[src/rtl/nvdla_cmac_reg_ctrl_if.sv]
// CSB-side register request/response bus for the CMAC register front-end.
// The requester drives one request per cycle, and the read response returns
// one cycle later.
interface nvdla_cmac_reg_ctrl_if #(
    parameter int OFFS_W = 12,
    parameter int DATA_W = 32
);
    logic              req_vld;
    logic              req_wr;
    logic [OFFS_W-1:0] req_offset;
    logic [DATA_W-1:0] req_wdata;
    logic              rsp_vld;
    logic [DATA_W-1:0] rsp_rdata;

    modport master (
        output req_vld, req_wr, req_offset, req_wdata,
        input  rsp_vld, rsp_rdata
    );

    modport slave (
        input  req_vld, req_wr, req_offset, req_wdata,
        output rsp_vld, rsp_rdata
    );
endinterface

[src/rtl/nvdla_cmac_reg_ctrl.sv]
// CMAC register front-end. It owns S_STATUS, S_POINTER and the per-group op_en
// flops. It steers dual-register writes to the producer group, muxes read data,
// and presents the consumer group's configuration to the datapath.
module nvdla_cmac_reg_ctrl #(
    parameter int OFFS_W = 12,
    parameter int DATA_W = 32
) (
    input  logic              nvdla_core_clk,
    input  logic              nvdla_core_rst,
    nvdla_cmac_reg_ctrl_if.slave csb,
    output logic [OFFS_W-1:0] g0_offset,
    output logic [OFFS_W-1:0] g1_offset,
    output logic [DATA_W-1:0] g0_wr_data,
    output logic [DATA_W-1:0] g1_wr_data,
    output logic              g0_wr_en,
    output logic              g1_wr_en,
    input  logic [DATA_W-1:0] g0_rd_data,
    input  logic [DATA_W-1:0] g1_rd_data,
    input  logic              g0_op_en_trig,
    input  logic              g1_op_en_trig,
    output logic              g0_op_en,
    output logic              g1_op_en,
    input  logic              g0_conv_mode,
    input  logic              g1_conv_mode,
    input  logic [1:0]        g0_proc_prec,
    input  logic [1:0]        g1_proc_prec,
    input  logic              dp2reg_done,
    output logic              reg2dp_op_en,
    output logic              reg2dp_conv_mode,
    output logic [1:0]        reg2dp_proc_prec
);
    localparam logic [OFFS_W-1:0] OFF_STATUS  = OFFS_W'(12'h000);
    localparam logic [OFFS_W-1:0] OFF_POINTER = OFFS_W'(12'h004);
    localparam logic [OFFS_W-1:0] OFF_OP_EN   = OFFS_W'(12'h008);
    localparam logic [OFFS_W-1:0] OFF_MISC    = OFFS_W'(12'h00c);

    // Group status encoding: 0 idle, 1 running (the consumer), 2 pending.
    function automatic logic [1:0] grp_status(input logic op_en, input logic is_consumer);
        if (!op_en)
            return 2'd0;
        return is_consumer ? 2'd1 : 2'd2;
    endfunction

    logic              producer_q, producer_d;
    logic              consumer_q, consumer_d;
    logic [1:0]        op_en_q, op_en_d;
    logic              rsp_vld_q;
    logic [DATA_W-1:0] rsp_rdata_q, rsp_rdata_d;

    logic              wr_acc, rd_acc, is_dual, done_ok;
    logic [1:0]        op_set, op_clr;
    logic [DATA_W-1:0] rd_mux;

    assign wr_acc  = csb.req_vld & csb.req_wr;
    assign rd_acc  = csb.req_vld & ~csb.req_wr;
    assign is_dual = (csb.req_offset == OFF_OP_EN) | (csb.req_offset == OFF_MISC);

    // Both groups see the same offset and data. Only the producer group is
    // enabled, and only while it is not armed, so a queued layer's config
    // cannot be disturbed.
    assign g0_offset  = csb.req_offset;
    assign g1_offset  = csb.req_offset;
    assign g0_wr_data = csb.req_wdata;
    assign g1_wr_data = csb.req_wdata;
    assign g0_wr_en   = wr_acc & is_dual & ~producer_q & ~op_en_q[0];
    assign g1_wr_en   = wr_acc & is_dual &  producer_q & ~op_en_q[1];

    // A done pulse counts only when the consumer group is actually running.
    assign done_ok = dp2reg_done & op_en_q[consumer_q];
    assign op_set  = {g1_op_en_trig, g0_op_en_trig} & {2{csb.req_wdata[0]}};
    assign op_clr  = {done_ok & consumer_q, done_ok & ~consumer_q};

    // Next-state for the pointers and op_en flops; set has priority over clear.
    always_comb begin
        op_en_d    = op_set | (op_en_q & ~op_clr);
        consumer_d = consumer_q ^ done_ok;
        producer_d = producer_q;
        if (wr_acc && csb.req_offset == OFF_POINTER)
            producer_d = csb.req_wdata[0];
    end

    // Read mux, built from the current state before this cycle's updates.
    always_comb begin
        rd_mux = '0;
        case (csb.req_offset)
            OFF_STATUS: begin
                rd_mux[1:0]   = grp_status(op_en_q[0], ~consumer_q);
                rd_mux[17:16] = grp_status(op_en_q[1],  consumer_q);
            end
            OFF_POINTER: begin
                rd_mux[0]  = producer_q;
                rd_mux[16] = consumer_q;
            end
            OFF_OP_EN, OFF_MISC: rd_mux = producer_q ? g1_rd_data : g0_rd_data;
            default:             rd_mux = '0;
        endcase
        rsp_rdata_d = rd_acc ? rd_mux : rsp_rdata_q;
    end

    // State registers; reset clears everything, including an unfinished layer.
    always_ff @(posedge nvdla_core_clk) begin
        if (nvdla_core_rst) begin
            producer_q  <= 1'b0;
            consumer_q  <= 1'b0;
            op_en_q     <= 2'b00;
            rsp_vld_q   <= 1'b0;
            rsp_rdata_q <= '0;
        end else begin
            producer_q  <= producer_d;
            consumer_q  <= consumer_d;
            op_en_q     <= op_en_d;
            rsp_vld_q   <= rd_acc;
            rsp_rdata_q <= rsp_rdata_d;
        end
    end

    assign csb.rsp_vld   = rsp_vld_q;
    assign csb.rsp_rdata = rsp_rdata_q;
    assign g0_op_en      = op_en_q[0];
    assign g1_op_en      = op_en_q[1];

    assign reg2dp_op_en     = op_en_q[consumer_q];
    assign reg2dp_conv_mode = consumer_q ? g1_conv_mode : g0_conv_mode;
    assign reg2dp_proc_prec = consumer_q ? g1_proc_prec : g0_proc_prec;
endmodule

[src/flat_wrapper.sv]
// flat-port wrapper written by rule: the top's interface ports become plain ports
module nvdla_cmac_reg_ctrl_flat 
#(
    parameter int OFFS_W = 12,
    parameter int DATA_W = 32
)
  (nvdla_core_clk, nvdla_core_rst, g0_offset, g1_offset, g0_wr_data, g1_wr_data, g0_wr_en, g1_wr_en, g0_rd_data, g1_rd_data, g0_op_en_trig, g1_op_en_trig, g0_op_en, g1_op_en, g0_conv_mode, g1_conv_mode, g0_proc_prec, g1_proc_prec, dp2reg_done, reg2dp_op_en, reg2dp_conv_mode, reg2dp_proc_prec, csb_req_vld, csb_req_wr, csb_req_offset, csb_req_wdata, csb_rsp_vld, csb_rsp_rdata);
  nvdla_cmac_reg_ctrl_if #(.OFFS_W(OFFS_W), .DATA_W(DATA_W)) csb_i ();
  input  logic nvdla_core_clk;
  input  logic nvdla_core_rst;
  output logic [OFFS_W-1:0] g0_offset;
  output logic [OFFS_W-1:0] g1_offset;
  output logic [DATA_W-1:0] g0_wr_data;
  output logic [DATA_W-1:0] g1_wr_data;
  output logic g0_wr_en;
  output logic g1_wr_en;
  input  logic [DATA_W-1:0] g0_rd_data;
  input  logic [DATA_W-1:0] g1_rd_data;
  input  logic g0_op_en_trig;
  input  logic g1_op_en_trig;
  output logic g0_op_en;
  output logic g1_op_en;
  input  logic g0_conv_mode;
  input  logic g1_conv_mode;
  input  logic [1:0] g0_proc_prec;
  input  logic [1:0] g1_proc_prec;
  input  logic dp2reg_done;
  output logic reg2dp_op_en;
  output logic reg2dp_conv_mode;
  output logic [1:0] reg2dp_proc_prec;
  input wire logic [$bits(csb_i.req_vld)-1:0] csb_req_vld;
  input wire logic [$bits(csb_i.req_wr)-1:0] csb_req_wr;
  input wire logic [$bits(csb_i.req_offset)-1:0] csb_req_offset;
  input wire logic [$bits(csb_i.req_wdata)-1:0] csb_req_wdata;
  output wire logic [$bits(csb_i.rsp_vld)-1:0] csb_rsp_vld;
  output wire logic [$bits(csb_i.rsp_rdata)-1:0] csb_rsp_rdata;
  assign csb_i.req_vld = csb_req_vld;
  assign csb_i.req_wr = csb_req_wr;
  assign csb_i.req_offset = csb_req_offset;
  assign csb_i.req_wdata = csb_req_wdata;
  assign csb_rsp_vld = csb_i.rsp_vld;
  assign csb_rsp_rdata = csb_i.rsp_rdata;
  nvdla_cmac_reg_ctrl #(.OFFS_W(OFFS_W), .DATA_W(DATA_W)) u_core (.nvdla_core_clk(nvdla_core_clk), .nvdla_core_rst(nvdla_core_rst), .csb(csb_i), .g0_offset(g0_offset), .g1_offset(g1_offset), .g0_wr_data(g0_wr_data), .g1_wr_data(g1_wr_data), .g0_wr_en(g0_wr_en), .g1_wr_en(g1_wr_en), .g0_rd_data(g0_rd_data), .g1_rd_data(g1_rd_data), .g0_op_en_trig(g0_op_en_trig), .g1_op_en_trig(g1_op_en_trig), .g0_op_en(g0_op_en), .g1_op_en(g1_op_en), .g0_conv_mode(g0_conv_mode), .g1_conv_mode(g1_conv_mode), .g0_proc_prec(g0_proc_prec), .g1_proc_prec(g1_proc_prec), .dp2reg_done(dp2reg_done), .reg2dp_op_en(reg2dp_op_en), .reg2dp_conv_mode(reg2dp_conv_mode), .reg2dp_proc_prec(reg2dp_proc_prec));
endmodule
[config.mk]
export PLATFORM = sky130hd
export DESIGN_NAME = nvdla_cmac_reg_ctrl_flat
export DESIGN_NICKNAME = d
export VERILOG_FILES = /design/src/rtl/nvdla_cmac_reg_ctrl_if.sv /design/src/rtl/nvdla_cmac_reg_ctrl.sv /design/src/flat_wrapper.sv
export SDC_FILE = /design/constraint.sdc
export NUM_CORES = 1
export LEC_CHECK = 0
export ABC_CLOCK_PERIOD_IN_PS = 4300
export CAP_MARGIN = 5
export CORE_AREA = 4 4 96 98
export DETAILED_ROUTE_END_ITERATION = 6
export DIE_AREA = 0 0 100 102
export PLACE_DENSITY = 0.81
export SLEW_MARGIN = 20
export SYNTH_ARGS = -nofsm -noshare
export SYNTH_HDL_FRONTEND = slang
export SYNTH_SLANG_ARGS = --single-unit
export TNS_END_PERCENT = 1
[constraint.sdc]
create_clock -name nvdla_core_clk -period 4.3 [get_ports nvdla_core_clk]
set_input_delay 0.86 -clock nvdla_core_clk [delete_from_list [all_inputs] [get_ports nvdla_core_clk]]
set_output_delay 0.86 -clock nvdla_core_clk [all_outputs]
set_load 0.01 [all_outputs]
## After elaboration in Yosys (flattened, before gate mapping)

Cells that the tools add are included.

- Shift-type cells: 0
- Multipliers: 0
- Equality and inequality tests: 3
- Divide/modulo/power cells: 0
- Bitwise gates (word level): 21
- Order comparisons: 1
- Add/sub/neg operators: 0
- Reductions and logical operators: 3
- Muxes and demuxes: 21

Operators with widths:

| cell | count |
|---|---|
| 2-to-1 mux 32 bit | 1 |
| 2-to-1 mux 14 bit | 2 |
| == test 12 x 4 -> 1 bit (second input constant) | 2 |
| 2-to-1 mux 2 bit | 7 |
| == test 12 x 3 -> 1 bit (second input constant) | 1 |
| zero test 12 bit | 1 |
| AND 1 bit | 10 |
| 2-to-1 mux 1 bit | 7 |
| case mux 1 bit (3 select lines) | 2 |
| NOT 1 bit | 5 |
| AND 2 bit | 2 |
| case mux 1 bit (2 select lines) | 2 |
| < comparator 1 x 2 -> 1 bit (second input constant) | 1 |
| NOT 2 bit | 1 |
| bitwise OR 2 bit | 1 |
| OR reduction 2 bit | 1 |
| logical AND 1 bit | 1 |
| bitwise OR 1 bit | 1 |
| bitwise XOR 1 bit | 1 |

- Bits in registers: 37
- Bits in read-only memories: 0
- Bits of input ports: 121
- Bits in latches: 0
- RAM bits: 0
- Memories kept: 0

## Logic depth before layout (Yosys ltp)

- Depth in word-level cells: 7
- Gate-level depth with buffers: 7
- Depth with buffers taken out: 6

## Worst setup path after synthesis

No wires, ideal clock.

- Kind: input to output
- From: in csb_req_offset[9]
- To: out g1_wr_en
- Data arrival time: 1.771 ns
- Cell stages on the path: 3
- Path slack: 1.669 ns
- Buffers on the path: 0
- Required time: 3.440 ns
- Path through: nor4_4 -> nand3_1 -> nor4b_1

- Word-level cells in the longest chain between the ends: 5
- Elaborated cells on any way between the ends: 6
- Classes of those cells: eq/ne (2); bitwise (4)

RTL lines:

| what | line | source |
|---|---|---|
| start, declared | flat_wrapper.sv:33 | `input wire logic [$bits(csb_i.req_offset)-1:0] csb_req_offset;` |
| == test 12 x 4 -> 1 bit | nvdla_cmac_reg_ctrl.sv:56 | `assign is_dual = (csb.req_offset == OFF_OP_EN) \| (csb.req_offset == OFF_MISC);` |
| bitwise OR 1 bit * | nvdla_cmac_reg_ctrl.sv:56 |  |
| AND 1 bit * (3 in series) | nvdla_cmac_reg_ctrl.sv:66 | `assign g1_wr_en = wr_acc & is_dual & producer_q & ~op_en_q[1];` |
| end, declared | flat_wrapper.sv:16 | `output logic g1_wr_en;` |

Every way passes the cells marked *; elsewhere a longest branch is shown, timed or not.

## Final worst setup path

- From: in csb_req_offset[5]
- To: out g1_wr_en

Same word-level chain as after synthesis.

==> impl_metrics.csv <==
group,metric,value,unit
status,status,"complete, no violations",
sta,setup_tns,0,ns
synthesis,ys_ff_latch,37,
final_layout,areaGrowthSynthToFinish,45.3,%
sta,finalCritPeriodShare,0.860,
sta,hold_violations,0,
placement,placedInstanceArea,3470,sq um
setup_path,worstReg2RegStart,"u_core.producer_q",
setup_path,critical_path_class,"in2out",
global_routing,grt_max_degree,25,
power_and_ir_drop,irDropWorstVdd,0.000151,V
placement,hpwl,6030,um
sta,slew_viol_final,0,
run,cap_violations,0,
sta,worst_pin_slew,0.775,ns
drt,avgRoutedWirePerCell,15.9,um
placement,placed_cells,443,
clock_tree,clockBufferDepth,2,
die,dieArea,10200,sq um
clock_tree,htreeDepth,2,
synthesis,synthesis.area,2470,sq um
min_path,hold_path_class,"reg2reg",
sta,min_period,3.70,ns
sta,holdWs,0.455,ns
drt,drtIter0Drc,40,
die,die_h,102,um
sta,fmax,271,MHz
power_and_ir_drop,pwr_density_cell,232,nW/um^2
synthesis,seq_area_frac_synth,0.300,
clock_tree,insertion_delay,0.28,ns
clock_tree,path_clk_slew,0.08,ns
clock_tree,cts_tree,"yes",
setup_path,end_kind,"output port",
drt,ant_nets,0,
sta,rsz0062_at_grt,"no",
final_layout,final_nets,465,
clock_tree,cts_buffers,5,
global_routing,grt_pass1_vias,2056,
final_layout,layout.cells.non_filler,451,
final_layout,seqCellArea,742,sq um
drt,finalWirelength,7170,um
drt,dr.pass1.iters,4,
synthesis,yosys_warnings,0,
die,rows,34,
min_path,hold_start,"u_core.csb.rsp_rdata[18]",
global_routing,grt_usage,0.133,
drt,drc,0,
synthesis,netlist_instances,275,
clock_tree,hold_buffers,0,
synthesis,avgSynthCellArea,8.98,sq um
setup_path,cp-startpoint,"csb_req_offset[5]",
final_layout,multi_input_area,991,sq um
synthesis,synth_nets,398,
die,top_level_ports,250,
die,die_x,100,um
setup_path,startpoint_type,"primary input",
sta,setup_viol,0,
die,start_util,0.292,
setup_path,crit_arrival,2.84,ns
die,core-area,8470,sq um
clock_tree,cts_root_buf,"clkbuf_8",
placement,pre_cts_ws,0.581,ns
final_layout,layout-drive-gt1-share,0.128,
placement,portBuffers,156,
synthesis,ys_types,32,
sta,finClkSkew,0.00901,ns
final_layout,fin_area,3590,sq um
setup_path,worstPathRequired,3.44,ns
power_and_ir_drop,p_leak,1.25,nW
global_routing,antenna_found_initial,0,
drt,vias,1992,
final_layout,antenna_cells,0,
placement,place_congestion,0.735,
setup_path,cp_max_fo,3,
clock_tree,cts.sinks,37,
global_routing,grt_overflow,0,
sta,slew_headroom,0.484,
global_routing,grt_pass1_wl,10500,um
clock_tree,post_cts_buffers,0,
drt,routed_via_density,4.42,
power_and_ir_drop,p_total,0.831,mW
clock_tree,ctsResizeCount,0,
final_layout,final_util,0.424,
final_layout,fillCellCount,834,
sta,setup_slack,0.604,ns
## critical path: stages
cell	delay (ns)
clkdlybuf4s50_1	0.50
nor4_4	0.40
nand3_1	0.15
nor4b_1	0.31
clkdlybuf4s50_1	0.62
## path summary, 6_finish.rpt
kind | cells after the start | end | slack, ns
setup / recovery | 5 | g1_wr_en | 0.60
hold / removal | 2 | u_core.csb.rsp_rdata[18] | 0.46
setup reg to reg | 4 | u_core.csb.rsp_rdata[17] | 2.54
hold reg to reg | 2 | u_core.csb.rsp_rdata[18] | 0.46
## cell type report
type                            count  area share
Clock buffer                        7      0.0241
Timing Repair Buffer              160       0.444
Multi-Input combinational cell    135       0.276
Clock inverter                      1     0.00837
Inverter                            3     0.00314
Tap cell                          108      0.0377
Sequential cell                    37       0.207
## cell usage in the layout, fill, tap and decap left out, types with 2 or more instances in the layout
master	count
nand2b_1	2
dfxtp_1	36
mux2_2	7
o21ai_1	3
a21oi_1	3
inv_1	3
mux2i_1	29
ha_1	2
buf_4	4
o21ai_2	20
o21ai_0	10
nor2_1	5
a32oi_1	2
clkdlybuf4s50_1	156
nor4_4	2
clkbuf_8	6
nand3_1	2
nand2_1	35
## Yosys cell counts
cell type  instances  share of area
buf_4             88           0.27
dfxtp_1           37           0.30
nand2_1           35          0.053
mux2i_1           29           0.12
o21ai_2           20          0.071
o21ai_0           10          0.020
mux2_2             7          0.032
clkbuf_1           6         0.0091
nor2_1             5         0.0076
a21oi_1            4         0.0081
buf_6              3          0.014
inv_1              3         0.0046
o21ai_1            3         0.0061
a32oi_1            2         0.0071
buf_1              2         0.0030
ha_1               2          0.010
nand2b_1           2         0.0051
nand3_1            2         0.0041
nor4_4             2          0.017
a21o_1             1         0.0030
a22oi_1            1         0.0030
and2_1             1         0.0025
and4_1             1         0.0035
and4b_1            1         0.0041
buf_2              1         0.0020
nand4_2            1         0.0051
nor2b_1            1         0.0025
nor3b_2            1         0.0051
nor4_1             1         0.0025
nor4b_1            1         0.0035
o21a_1             1         0.0030
or2_1              1         0.0025
## per-layer routing
layer,vias to the layer above,global-route usage,wire length (um),part of all wire
met5,-,0,0,0
met4,0,0.0383,103,0.014
met3,16,0.0560,954,0.13
met2,144,0.268,3850,0.54
met1,865,0.119,2270,0.32
li1,967,-,-,-
## state kept, by name (all words and copies together) (netlist names)
| register | count |
|---|---|
| u_core.consumer_q | 1 |
| u_core.csb.rsp_vld | 1 |
| u_core.op_en_q | 2 |
| u_core.producer_q | 1 |
| u_core.csb.rsp_rdata | 32 |
## power breakdown
part           internal [mW]  total, mW  switching (mW)
Combinational          0.115      0.171          0.0559
Clock                  0.189      0.312           0.122
Sequential             0.345      0.349         0.00398
## logic make-up (layout without fill, tap and decap cells)
family                   after synthesis  in the layout  share of synthesized area
multiplexers                          36             36                      0.150
AND/OR/NAND/NOR                       55             55                      0.119
AO/OA/AOI/OAI                         42             42                      0.122
adder cells (fa/ha/maj)                2              2                     0.0101
flip-flops                            37             37                      0.300
buffers and inverters                103            171                      0.300
No activity file was read; power rests on OpenSTA's default activity.
